==> config.mk <==
export PLATFORM = sky130hd
export DESIGN_NAME = scoreboard_counting
export DESIGN_NICKNAME = d
export VERILOG_FILES = /design/src/rtl/scoreboard_counting_pkg.sv /design/src/rtl/scoreboard_entry_counter.sv /design/src/rtl/scoreboard_counting.sv
export SDC_FILE = /design/constraint.sdc
export NUM_CORES = 1
export LEC_CHECK = 0
export ABC_AREA = 1
export BUFFER_PORTS_ARGS = -buffer_cell sky130_fd_sc_hd__buf_2
export CORE_ASPECT_RATIO = 1.75
export CORE_UTILIZATION = 51
export CTS_BUF_LIST = sky130_fd_sc_hd__clkbuf_2
export DETAILED_ROUTE_END_ITERATION = 6
export PLACE_DENSITY = 0.79
export SLEW_MARGIN = 20
export SYNTH_ARGS = -nofsm -noshare
export SYNTH_HDL_FRONTEND = slang
export SYNTH_SLANG_ARGS = --single-unit
==> constraint.sdc <==
create_clock -name clk_i -period 5.36 [get_ports clk_i]
set_input_delay 0.268 -clock clk_i [delete_from_list [all_inputs] [get_ports clk_i]]
set_output_delay 0.268 -clock clk_i [all_outputs]
set_load 0.02 [all_outputs]
==> src/rtl/scoreboard_counting_pkg.sv <==
// Shared vanilla-core definitions used by the counting scoreboard.
package scoreboard_counting_pkg;

    // Width of an RV32 architectural register index.
    localparam int RV32_reg_addr_width_gp = 5;

    // Default pending-write counter width (up to 3 outstanding writes per register).
    localparam int count_width_default_gp = 2;

    // Architectural register identifier.
    typedef logic [RV32_reg_addr_width_gp-1:0] reg_id_t;

endpackage

==> src/rtl/scoreboard_entry_counter.sv <==
// One scoreboard entry: a saturating pending-write counter.
// It reports the count net of same-cycle clears and flags underflow/overflow events.
module scoreboard_entry_counter #(
    parameter int count_width_p = 2,
    parameter int dec_width_p   = 2
) (
    input  logic                     clk_i,
    input  logic                     reset_i,
    input  logic                     inc_i,
    input  logic [dec_width_p-1:0]   dec_i,
    output logic [count_width_p-1:0] count_o,
    output logic [count_width_p-1:0] eff_o,
    output logic                     underflow_o,
    output logic                     overflow_o
);

    // One extra bit over the wider operand so that count+inc and the compares cannot wrap.
    localparam int ext_w_lp = ((count_width_p > dec_width_p) ? count_width_p : dec_width_p) + 1;
    localparam logic [count_width_p-1:0] max_lp = '1;

    logic [count_width_p-1:0] count_d, count_q;
    logic [ext_w_lp-1:0]      count_ext, dec_ext, sum_ext;

    // Next-state: count + inc - dec, floored at 0 and held at max on an unbalanced overflow.
    always_comb begin
        count_ext   = ext_w_lp'(count_q);
        dec_ext     = ext_w_lp'(dec_i);
        sum_ext     = count_ext + ext_w_lp'(inc_i);
        underflow_o = (dec_ext > sum_ext);
        overflow_o  = (count_q == max_lp) && inc_i && (dec_i == '0);
        count_d     = count_q;
        if (underflow_o) begin
            count_d = '0;
        end else if (overflow_o) begin
            count_d = max_lp;
        end else begin
            count_d = count_width_p'(sum_ext - dec_ext);
        end
        // A same-cycle score does not count toward eff; same-cycle clears do.
        eff_o = (count_ext > dec_ext) ? count_width_p'(count_ext - dec_ext) : '0;
    end

    // Counter register; reset drops all outstanding writes.
    always_ff @(posedge clk_i or posedge reset_i) begin
        if (reset_i) begin
            count_q <= '0;
        end else begin
            count_q <= count_d;
        end
    end

    assign count_o = count_q;

endmodule

==> src/rtl/scoreboard_counting.sv <==
// Register-dependency scoreboard with per-register pending-write counters.
// Scored at issue, cleared from the writeback channels, drives the ID stall.
module scoreboard_counting
    import scoreboard_counting_pkg::*;
#(
    parameter int els_p         = 32,
    parameter int id_width_p    = RV32_reg_addr_width_gp,
    parameter int num_src_p     = 3,
    parameter int num_clear_p   = 2,
    parameter int count_width_p = count_width_default_gp,
    parameter int zero_reg_p    = 1,
    parameter int allow_waw_p   = 0
) (
    input  logic                              clk_i,
    input  logic                              reset_i,
    input  logic [num_src_p-1:0]              src_v_i,
    input  logic [num_src_p*id_width_p-1:0]   src_id_i,
    input  logic                              dest_v_i,
    input  logic [id_width_p-1:0]             dest_id_i,
    input  logic                              score_i,
    input  logic [num_clear_p-1:0]            clear_i,
    input  logic [num_clear_p*id_width_p-1:0] clear_id_i,
    output logic                              dependency_o,
    output logic [num_src_p-1:0]              src_busy_o,
    output logic                              pending_any_o,
    output logic                              error_o
);

    localparam int dec_width_lp = $clog2(num_clear_p + 1);
    localparam logic [count_width_p-1:0] max_lp = '1;

    logic [els_p-1:0]                    inc;
    logic [dec_width_lp-1:0]             dec       [els_p];
    logic [els_p-1:0][count_width_p-1:0] count;
    logic [count_width_p-1:0]            eff       [els_p];
    logic [els_p-1:0]                    underflow;
    logic [els_p-1:0]                    overflow;
    logic [count_width_p-1:0]            eff_dest;
    logic                                dest_busy;
    logic                                error_d, error_q;

    // Per-entry score decode and popcount of matching clear channels.
    always_comb begin
        for (int e = 0; e < els_p; e++) begin
            inc[e] = score_i && (dest_id_i == id_width_p'(e)) && !((zero_reg_p != 0) && (e == 0));
            dec[e] = '0;
            for (int k = 0; k < num_clear_p; k++) begin
                if (clear_i[k] && (clear_id_i[k*id_width_p +: id_width_p] == id_width_p'(e))) begin
                    dec[e] = dec[e] + dec_width_lp'(1);
                end
            end
        end
    end

    for (genvar g = 0; g < els_p; g++) begin : g_entry
        scoreboard_entry_counter #(
            .count_width_p(count_width_p),
            .dec_width_p  (dec_width_lp)
        ) u_entry (
            .clk_i      (clk_i),
            .reset_i    (reset_i),
            .inc_i      (inc[g]),
            .dec_i      (dec[g]),
            .count_o    (count[g]),
            .eff_o      (eff[g]),
            .underflow_o(underflow[g]),
            .overflow_o (overflow[g])
        );
    end

    // Source and destination read muxes over the effective counts; combine into the stall.
    always_comb begin
        logic [id_width_p-1:0] sid;
        sid = '0;
        for (int i = 0; i < num_src_p; i++) begin
            sid           = src_id_i[i*id_width_p +: id_width_p];
            src_busy_o[i] = src_v_i[i] && (eff[sid] != '0) && !((zero_reg_p != 0) && (sid == '0));
        end
        eff_dest = eff[dest_id_i];
        if (allow_waw_p != 0) begin
            dest_busy = dest_v_i && (eff_dest == max_lp);
        end else begin
            dest_busy = dest_v_i && (eff_dest != '0);
        end
        dependency_o = (|src_busy_o) || dest_busy;
        error_d      = error_q || (|underflow) || (|overflow);
    end

    // Sticky error flag; only reset clears it.
    always_ff @(posedge clk_i or posedge reset_i) begin
        if (reset_i) begin
            error_q <= 1'b0;
        end else begin
            error_q <= error_d;
        end
    end

    assign pending_any_o = |count;
    assign error_o       = error_q;

endmodule

Word-level counts from Yosys, hierarchy flattened
Cells that the tools add are included.

Output and inout bits: 6. Word-level logic and storage cells: 740. Register bits after elaboration: 65.

Bitwise gates (word level): 4. Reductions and logical operators: 214. $lt $le $gt $ge: 68. Multiplexer cells: 171. Add/sub/neg operators: 126. Equal/unequal tests: 124.

Operators by type and width (number): $mux W2 (135); $eq A5 B5 Y1 const B (48); $logic_and A1 B1 Y1 (164); $sub A2 B2 Y2 (63); $eq A5 B4 Y1 const B (24); $add A2 B1 Y3 (31); $gt A2 B3 Y1 (31); $gt A2 B2 Y1 (33); $add A2 B1 Y2 const B (32); $reduce_or A64 Y1 (1); $eq A2 B2 Y1 const B (31); $logic_not A2 Y1 (31); $eq A5 B3 Y1 const B (12); $bmux W2 S5 (4); $mux W1 (32); $reduce_or A32 Y1 (1); $reduce_or A31 Y1 (1); $eq A5 B2 Y1 const B (6); $logic_not A5 Y1 (5); $ge A6 B6 Y1 const B (4); $not A5 Y6 (4); $eq A5 B1 Y1 const B (3); $reduce_bool A2 Y1 (4); $logic_not A1 Y1 (3); other kinds (2) (4).

Longest topological paths before layout
Gate-level depths: netlist of run 1.

Depth in word-level cells: 15. Gate-level depth with buffers: 25. Depth with buffers taken out: 25.

Cells and area by module
From an unflattened synthesis of run 1, not the netlist that was laid out.

Cells, all modules: 2206. Area total of the unflattened synthesis: 13326.5 µm².

By module, submodules not included: scoreboard_entry_counter (instances 32, cells each 48, sequential area each 50.0 µm², area an instance 319.1 µm²); scoreboard_counting (instances 1, cells each 670, sequential area each 25.0 µm², area an instance 3116.7 µm²).

Worst setup path before layout of run 1
OpenSTA, ideal clock, no wires.

Kind: input to output. Start point: input clear_i[0]. End point: output src_busy_o[0]. Path slack: 2207 ps. Arrival time: 2885 ps. Required time: 5092 ps. Stages on the path: 18. Buffers on the path: 1. Cells stage by stage: inv_1 nor2_1 inv_1 clkbuf_1 nor2_1 inv_1 ha_1 ha_1 fa_1 inv_1 nand3_1 nand2_1 o21ai_0 nor2_1 nand2_1 nand3_1 nand3_1 a21boi_0.

Cells in the longest elaborated chain, start to end: 12. Elaborated cells on any way between the ends: 230. Those cells by class: add/sub (64); order compare (32); mux (99); reduce/logical (35).

Ends and longest elaborated chain: from (decl) (line scoreboard_counting.sv:21) `input logic [num_clear_p-1:0] clear_i,`; $logic_and A1 B1 Y1 (line scoreboard_counting.sv:48) `if (clear_i[k] && (clear_id_i[k*id_width_p +: id_width_p] == id_width_p'(e))) begin`; $mux W1 (line scoreboard_counting.sv:48); $add A2 B1 Y2 (line scoreboard_counting.sv:49) `dec[e] = dec[e] + dec_width_lp'(1);`; $mux W2 (line scoreboard_counting.sv:48); $sub A2 B2 Y2 or $gt A2 B2 Y1 (tied branches) (line scoreboard_entry_counter.sv:40) `eff_o = (count_ext > dec_ext) ? count_width_p'(count_ext - dec_ext) : '0;`; $mux W2 (line scoreboard_entry_counter.sv:40); $bmux W2 S5 * (line scoreboard_counting.sv:77) `src_busy_o[i] = src_v_i[i] && (eff[sid] != '0) && !((zero_reg_p != 0) && (sid == '0));`; $mux W2 (not written as such) * (2 in a row) (line scoreboard_counting.sv:77); $reduce_bool A2 Y1 * (line scoreboard_counting.sv:77); $logic_and A1 B1 Y1 * (2 in a row) (line scoreboard_counting.sv:77); to (decl) (line scoreboard_counting.sv:24) `output logic [num_src_p-1:0] src_busy_o,`.

Every way passes the cells marked *; elsewhere a longest branch is shown, timed or not. The select of a mux whose other input is x is not followed.

Worst setup path in the final report of run 1
Start point: input clear_id_i[4]. End point: output dependency_o.

Cells in the longest elaborated chain, start to end: 15. Elaborated cells on any way between the ends: 281. Those cells by class: add/sub (64); order compare (32); eq/ne (31); mux (108); reduce/logical (46).

Ends and longest elaborated chain: from (decl) (line scoreboard_counting.sv:22) `input logic [num_clear_p*id_width_p-1:0] clear_id_i,`; $eq A5 B5 Y1, or another cell as far along (line scoreboard_counting.sv:48); $logic_and A1 B1 Y1 (line scoreboard_counting.sv:48); $mux W1 (line scoreboard_counting.sv:48); $add A2 B1 Y2 (line scoreboard_counting.sv:49); $mux W2 (line scoreboard_counting.sv:48); $sub A2 B2 Y2 or $gt A2 B2 Y1 (tied branches) (line scoreboard_entry_counter.sv:40); $mux W2 (line scoreboard_entry_counter.sv:40); $bmux W2 S5 (line scoreboard_counting.sv:77); $mux W2 (not written as such) (2 in a row) (line scoreboard_counting.sv:77); $reduce_bool A2 Y1 (line scoreboard_counting.sv:77); $logic_and A1 B1 Y1 (2 in a row) (line scoreboard_counting.sv:77); $reduce_or A3 Y1 (line scoreboard_counting.sv:85) `dependency_o = (|src_busy_o) || dest_busy;`; $logic_or A1 B1 Y1 * (line scoreboard_counting.sv:85); to (decl) (line scoreboard_counting.sv:23) `output logic dependency_o,`.

Marked as above.

==> out/metrics.cfg, run 1 <==
[place]
post-place-ws_ps = 1440
place.detailed.hpwl_mm = 31.9
place_congestion = 1.06
placed_cell_area_um2 = 12600
port-buffer-count = 44

[finish]
final_design_area_no_fill_um2 = 12700
layout.core_utilization_pct = 54.8
layout-drive-gt1-share_pct = 3.82
most_frequent_cells_in_the_layout = 481 x inv_1, 282 x ha_1, 270 x nand2_1
areaGrowthSynthToFinish_pct = 5.55
total_nets_final = 2207
final_common_cell = inv_1

[grt]
grt_antenna_before_repair = 2
grt_first_pass_wirelength_mm = 59.5
global_route_total_usage_across_every_layer_pct = 32.1
pin_count_of_the_biggest_net_entering_global_routing = 66
first_global_vias = 12200
globalRouteOverflowTotal = 0

[clocking]
tritoncts = built
worst_setup_hold_path_clk_slew_ps = 220
root_buffer = clkbuf_2
post-cts-setup-buffer-count = 0
clock_latency_ps = 680
cts.hold.buffers_added = 1
numCtsBuffers = 9
post_cts_resized = 0
clkSinkCount = 65
clk_path_buf_depth = 2
htree_num_levels = 3

[synth]
yosys_warning_count = 0
yosys.cell_types.count = 28
post-synth-top-area-fraction_pct = 29.3
synthDominantAreaCellType = ha_1
post_synth_instance_area_um2 = 12100
seq_area_frac_synth_pct = 13.5
syn-mean-instance-area_um2 = 6.67
yosys_register_bits = 65
postSynthNetCount = 2161
syn-instance-count = 1808
ys_top_cells_by_area = ha_1 29%, inv_1 15%, dfrtp_1 13%

[timing]
maxClockFrequency_mhz = 250
setup_violations = 0
layout_min_cycle_time_ps = 3990
clock_skew_ps = 28.3
worst_hold_slack_ps = 135
timing.final.ws_setup_ps = 1370
totalNegativeSetupSlack_ps = 0
rsz0062_at_grt = no
max_slew.worst_pin.slew_ps = 927
slew_headroom_pct = 38.2
timing_hold_violations_final = 0
timing.final.max_slew_violations = 0
timing.final.crit_share_pct = 74.5

[run_status]
outcome = finished clean

[critical_path]
setup.worst_path.class = in2out
worst-endpoint-required_ps = 5090
critical_path.reg2reg.startpoint = g_entry[26].u_entry.count_o[0]
cp_data_arrival_time_ps = 3730
critical_path_launch_point = clear_id_i[4]
startpoint_type = primary input
cp_max_fo = 16
worst_setup_path_end_kind = output pin

[die]
die-height_um = 205
ioPinCount = 45
floorplan.rows = 74
die_width_um = 118
die_area_um2 = 24300
initial_core_util_pct = 51.9
core-area_um2 = 23200

[routing]
drt-pass1-iter-count = 7
antenna_violating_nets_post_route = 0
detail_route.iter0.violations = 759
drc = 0
route.detailed.wl_per_inst_um = 17.5
num_vias = 11700
totalWireLength_mm = 37.8
vias_per_cell = 5.42

[job]
maxCapViolations = 0

[worst_hold_path]
hold_path.class = in2reg
worstHoldStart = dest_id_i[3]

[power]
irDropWorstVdd_mv = 0.149
cellLeakagePower_nw = 7.06
cellPowerDensity_nw_per_um2 = 312

## power breakdown
| group | total (mW) | leakage [nW] | internal, mW | switching [mW] |
|---|---|---|---|---|
| clock | 0.316 | 0.0613 | 0.102 | 0.214 |
| combinational | 2.71 | 6.13 | 0.974 | 1.73 |
| sequential | 0.943 | 0.869 | 0.685 | 0.258 |
| total | 3.97 | 7.06 | 1.76 | 2.20 |
## sequential cells by signal (all words and copies together), names as in the netlist
signal / count
g_entry.u_entry.count_o: 64
error_o: 1
## worst paths after layout
check	depth (start not counted)	to	slack [ps]
worst max-delay path	18	dependency_o	1370
worst min-delay path	6	g_entry[17].u_entry.count_o[0]	140
worst max register to register	12	error_o	2430
worst min register to register	2	g_entry[21].u_entry.count_o[1]	680
max in group asynchronous	4	g_entry[5].u_entry.count_o[0]	4360
min in group asynchronous	4	g_entry[28].u_entry.count_o[1]	380
## layout make-up
type	instances	area, um^2
flip-flops and latches	65	1630
well taps	304	380
multi-input cells	1240	8520
fillers	2320	10500
clock buffers	10	50.0
inverters	489	1840
repair buffers	49	260
clock inverters	4	46.3
diodes	4	10.0
## metal layers
metal  vias to the layer above  routed length, um  track usage (%)  part of all wire (%)
met1                      5433              13400             30.7                    35
met2                       382              18700             58.4                    49
li1                       5717                  -                -                     -
met4                         0               3720             29.5                   9.9
met5                         -                  0                0                     0
met3                       193               1980             5.57                   5.2
## through the flow
| step | power (mW) | std cells |
|---|---|---|
| finish | 3.97 | 2165 |
| global route | 4.38 | 2165 |
| CTS | 3.92 | 2161 |
| detailed placement | 3.60 | 2146 |
| global placement | 3.49 | 2146 |
| floorplan | 2.83 | 1808 |
## worst max-delay path, cell delays in order
cell and delay (ps):
buf_2 90, nand2_1 330, nor2_1 370, inv_1 80
ha_1 350, ha_1 210, fa_1 420, nand3b_1 310
o21ai_0 430, nor2_1 90, nand2_1 80, inv_1 40
nand2_1 50, nor2_1 30, nor2_1 270, a21oi_1 70
nand2_1 60, buf_2 150
## cell usage after synthesis
| master | number |
|---|---|
| o21bai_1 | 9 |
| nor4_1 | 16 |
| ha_1 | 282 |
| o211ai_1 | 1 |
| o21ai_0 | 39 |
| a21boi_0 | 3 |
| nor2_4 | 3 |
| nor3_1 | 8 |
| nand3b_1 | 21 |
| o22ai_1 | 1 |
| nand2_1 | 270 |
| nor2_2 | 3 |
| a21oi_1 | 101 |
| clkinv_1 | 5 |
| a22oi_1 | 2 |
| xor2_1 | 31 |
| nand3_1 | 130 |
| nand4_1 | 53 |
| nor2_1 | 227 |
| fa_1 | 32 |
| inv_2 | 2 |
| a211oi_1 | 7 |
| dfrtp_1 | 65 |
| buf_2 | 8 |
| clkbuf_1 | 4 |
| buf_6 | 2 |
| inv_1 | 482 |
| nand2_2 | 1 |
## logic make-up (layout without fill, tap and decap cells)
kind of cell	count (synthesis)	in the layout	synth area share, %
xor+xnor	31	31	2.25
buf+inv	503	552	15.9
flops	65	65	13.5
compound gates	163	163	7.23
simple gates	732	732	26.6
fa+ha+maj	314	314	34.6
other cells	0	4	0
Power figures use the tool's default switching activity.
==> run 2, diff against run 1 <==
Clock period 5.36 ns to 4.2 ns, I/O delays scaled along.
==> out/metrics.cfg, run 2 (synthesis results as in run 1) <==
[finish]
total_nets_final = 2219  ; was 2207
final_common_cell = inv_1  ; unchanged
areaGrowthSynthToFinish_pct = 6.23  ; was 5.55%
layout.core_utilization_pct = 55.1  ; was 54.8%
most_frequent_cells_in_the_layout = 481 x inv_1, 282 x ha_1, 270 x nand2_1  ; unchanged
largest_register_ffs = 64  ; unchanged
layout-drive-gt1-share_pct = 4.38  ; was 3.82%

[clocking]
post_cts_resized = 0  ; unchanged
numCtsBuffers = 9  ; unchanged
root_buffer = clkbuf_2  ; unchanged
tritoncts = built  ; unchanged
htree_num_levels = 3  ; unchanged
clock_latency_ps = 730  ; was 680 ps
clk_path_buf_depth = 2  ; unchanged
worst_setup_hold_path_clk_slew_ps = 210  ; was 220 ps
clkSinkCount = 65  ; unchanged
post-cts-setup-buffer-count = 0  ; unchanged
cts.hold.buffers_added = 4  ; was 1

[worst_hold_path]
min_to = g_entry[7].u_entry.count_o[1]  ; was g_entry[17].u_entry.count_o[0]
worstHoldStart = dest_id_i[4]  ; was dest_id_i[3]
worst_hold_path_cells = 6  ; unchanged
hold_path.class = in2reg  ; unchanged

[critical_path]
critical_path.reg2reg.startpoint = g_entry[7].u_entry.count_o[0]  ; was g_entry[26].u_entry.count_o[0]
cp_max_fo = 3  ; was 16
setup.worst_path.class = in2out  ; unchanged
worst_setup_path_end_kind = output pin  ; unchanged
cp_data_arrival_time_ps = 3480  ; was 3730 ps
critPathTopFamily = simple AND/OR/NAND/NOR gates  ; unchanged
worstRegToRegCells = 13  ; was 12
path_common_cell = nor2_1
startpoint_type = primary input  ; unchanged
worst-r2r-setup-slack_ps = 1290  ; was 2430 ps
r2r_end = error_o  ; unchanged
timing.critical_path.slowest_cell_delay_ps = 360  ; was 430 ps
crit_chain = buf_2, inv_1, nor2_1, inv_1, nor2_1, inv_1, nor2_1, inv_1, ha_1, ha_1, fa_1, inv_1, nand3_1, nand2_1, nand3_1, nand2_1, nand3_1, nor2_1, nor2_1, nor2_1, a21oi_1, nand2_1, buf_2  ; was buf_2, nand2_1, nor2_1, inv_1, ha_1, ha_1, fa_1, nand3b_1, o21ai_0, nor2_1, nand2_1, inv_1, nand2_1, nor2_1, nor2_1, a21oi_1, nand2_1, buf_2
worst-endpoint-required_ps = 3990  ; was 5090 ps
path_buf_inv = 7  ; was 4
slowest_stage = fa_1  ; was o21ai_0

[timing]
layout_min_cycle_time_ps = 3690
max_slew.worst_pin.slew_ps = 770  ; was 927 ps
clock_skew_ps = 34.7  ; was 28.3 ps
timing_hold_violations_final = 0  ; unchanged
maxClockFrequency_mhz = 271
timing.final.crit_share_pct = 87.8
setup_violations = 0  ; unchanged
rsz0062_at_grt = no  ; unchanged
totalNegativeSetupSlack_ps = 0  ; unchanged
slew_headroom_pct = 48.6  ; was 38.2%
timing.final.max_slew_violations = 0  ; unchanged

[power]
irDropWorstVdd_mv = 0.200  ; was 0.149 mV
cellPowerDensity_nw_per_um2 = 396  ; was 312 nW/um^2
cellLeakagePower_nw = 7.12  ; was 7.06 nW

[grt]
grt_antenna_before_repair = 1  ; was 2
pin_count_of_the_biggest_net_entering_global_routing = 35  ; was 66
first_global_vias = 12200  ; about the same
grt_first_pass_wirelength_mm = 61.2  ; was 59.5 mm
global_route_total_usage_across_every_layer_pct = 33.4  ; was 32.1%
globalRouteOverflowTotal = 0  ; unchanged

[routing]
drt-pass1-iter-count = 5  ; was 7
route.detailed.wl_per_inst_um = 17.7  ; was 17.5 um
num_vias = 11800  ; was 11700
totalWireLength_mm = 38.4  ; was 37.8 mm
vias_per_cell = 5.44  ; was 5.42
detail_route.iter0.violations = 743  ; was 759
drc = 0  ; unchanged
antenna_violating_nets_post_route = 0  ; unchanged

[die]
die-height_um = 205  ; unchanged
floorplan.rows = 74  ; unchanged
die_width_um = 118  ; unchanged
initial_core_util_pct = 51.9  ; unchanged
die_area_um2 = 24300  ; unchanged
ioPinCount = 45  ; unchanged
core-area_um2 = 23200  ; unchanged

[place]
port-buffer-count = 44  ; unchanged
place_congestion = 1.00  ; was 1.06
place.detailed.hpwl_mm = 32.5  ; was 31.9 mm

[run_status]
outcome = finished clean  ; unchanged

[job]
maxCapViolations = 0  ; unchanged

## run 2: final cells by class
| class | count | area (um^2) |
|---|---|---|
| Inverter | 489 | 1840 |
| Antenna cell | 1 | 2.50 |
| Clock buffer | 11 | 55.1 |
| Multi-Input combinational cell | 1240 | 8520 |
| Sequential cell | 65 | 1630 |
| Clock inverter | 5 | 32.5 |
| Fill cell | 2314 | 10400 |
| Tap cell | 304 | 380 |
| Timing Repair Buffer | 61 | 358 |
## run 2: worst max path at each step
stage / slack [ps] / startpoint / cells past startpoint / to
floorplan: 1160 / clear_i[0] / 18 / src_busy_o[0]
global placement: 610 / clear_id_i[5] / 25 / dependency_o
detailed placement: 590 / clear_id_i[3] / 25 / dependency_o
CTS: 600 / clear_id_i[3] / 25 / dependency_o
global route: 150 / clear_id_i[3] / 23 / dependency_o
finish: 510 / clear_id_i[3] / 23 / dependency_o
## run 2: power breakdown
group	internal [mW]	total [mW]	switching, mW
registers	0.875	1.20	0.327
clock network	0.0804	0.370	0.289
logic	1.27	3.51	2.23
## run 2: through the flow
stage | power, mW | instances | instance area (um^2) | worst slack [ps] | hold slack (ps)
2_1_floorplan | 3.61 | 1808 | 12100 | 1160 | 548
3_3_place_gp | 4.49 | 2155 | 12700 | 609 | 382
3_5_place_dp | 4.63 | 2155 | 12700 | 595 | 397
4_1_cts | 5.03 | 2175 | 12800 | 599 | 11.2
5_1_grt | 5.62 | 2176 | 12800 | 152 | 122
6_report | 5.08 | 2176 | 12800 | 512 | 74.1
## run 2: metal layers
metal	vias to the layer above	part of all wire, %	track usage, %
li1	5749	-	-
met1	5481	35	32.4
met5	-	0	0
met4	0	11	34.9
met2	412	49	59.1
met3	205	5.1	4.52
## run 2: tightest hold or removal path: cells and delay by family
kind	cells	cell delay, ps
AOI/OAI and AO/OA	1	70
buffers and inverters	2	240
and+or+nand+nor	3	260
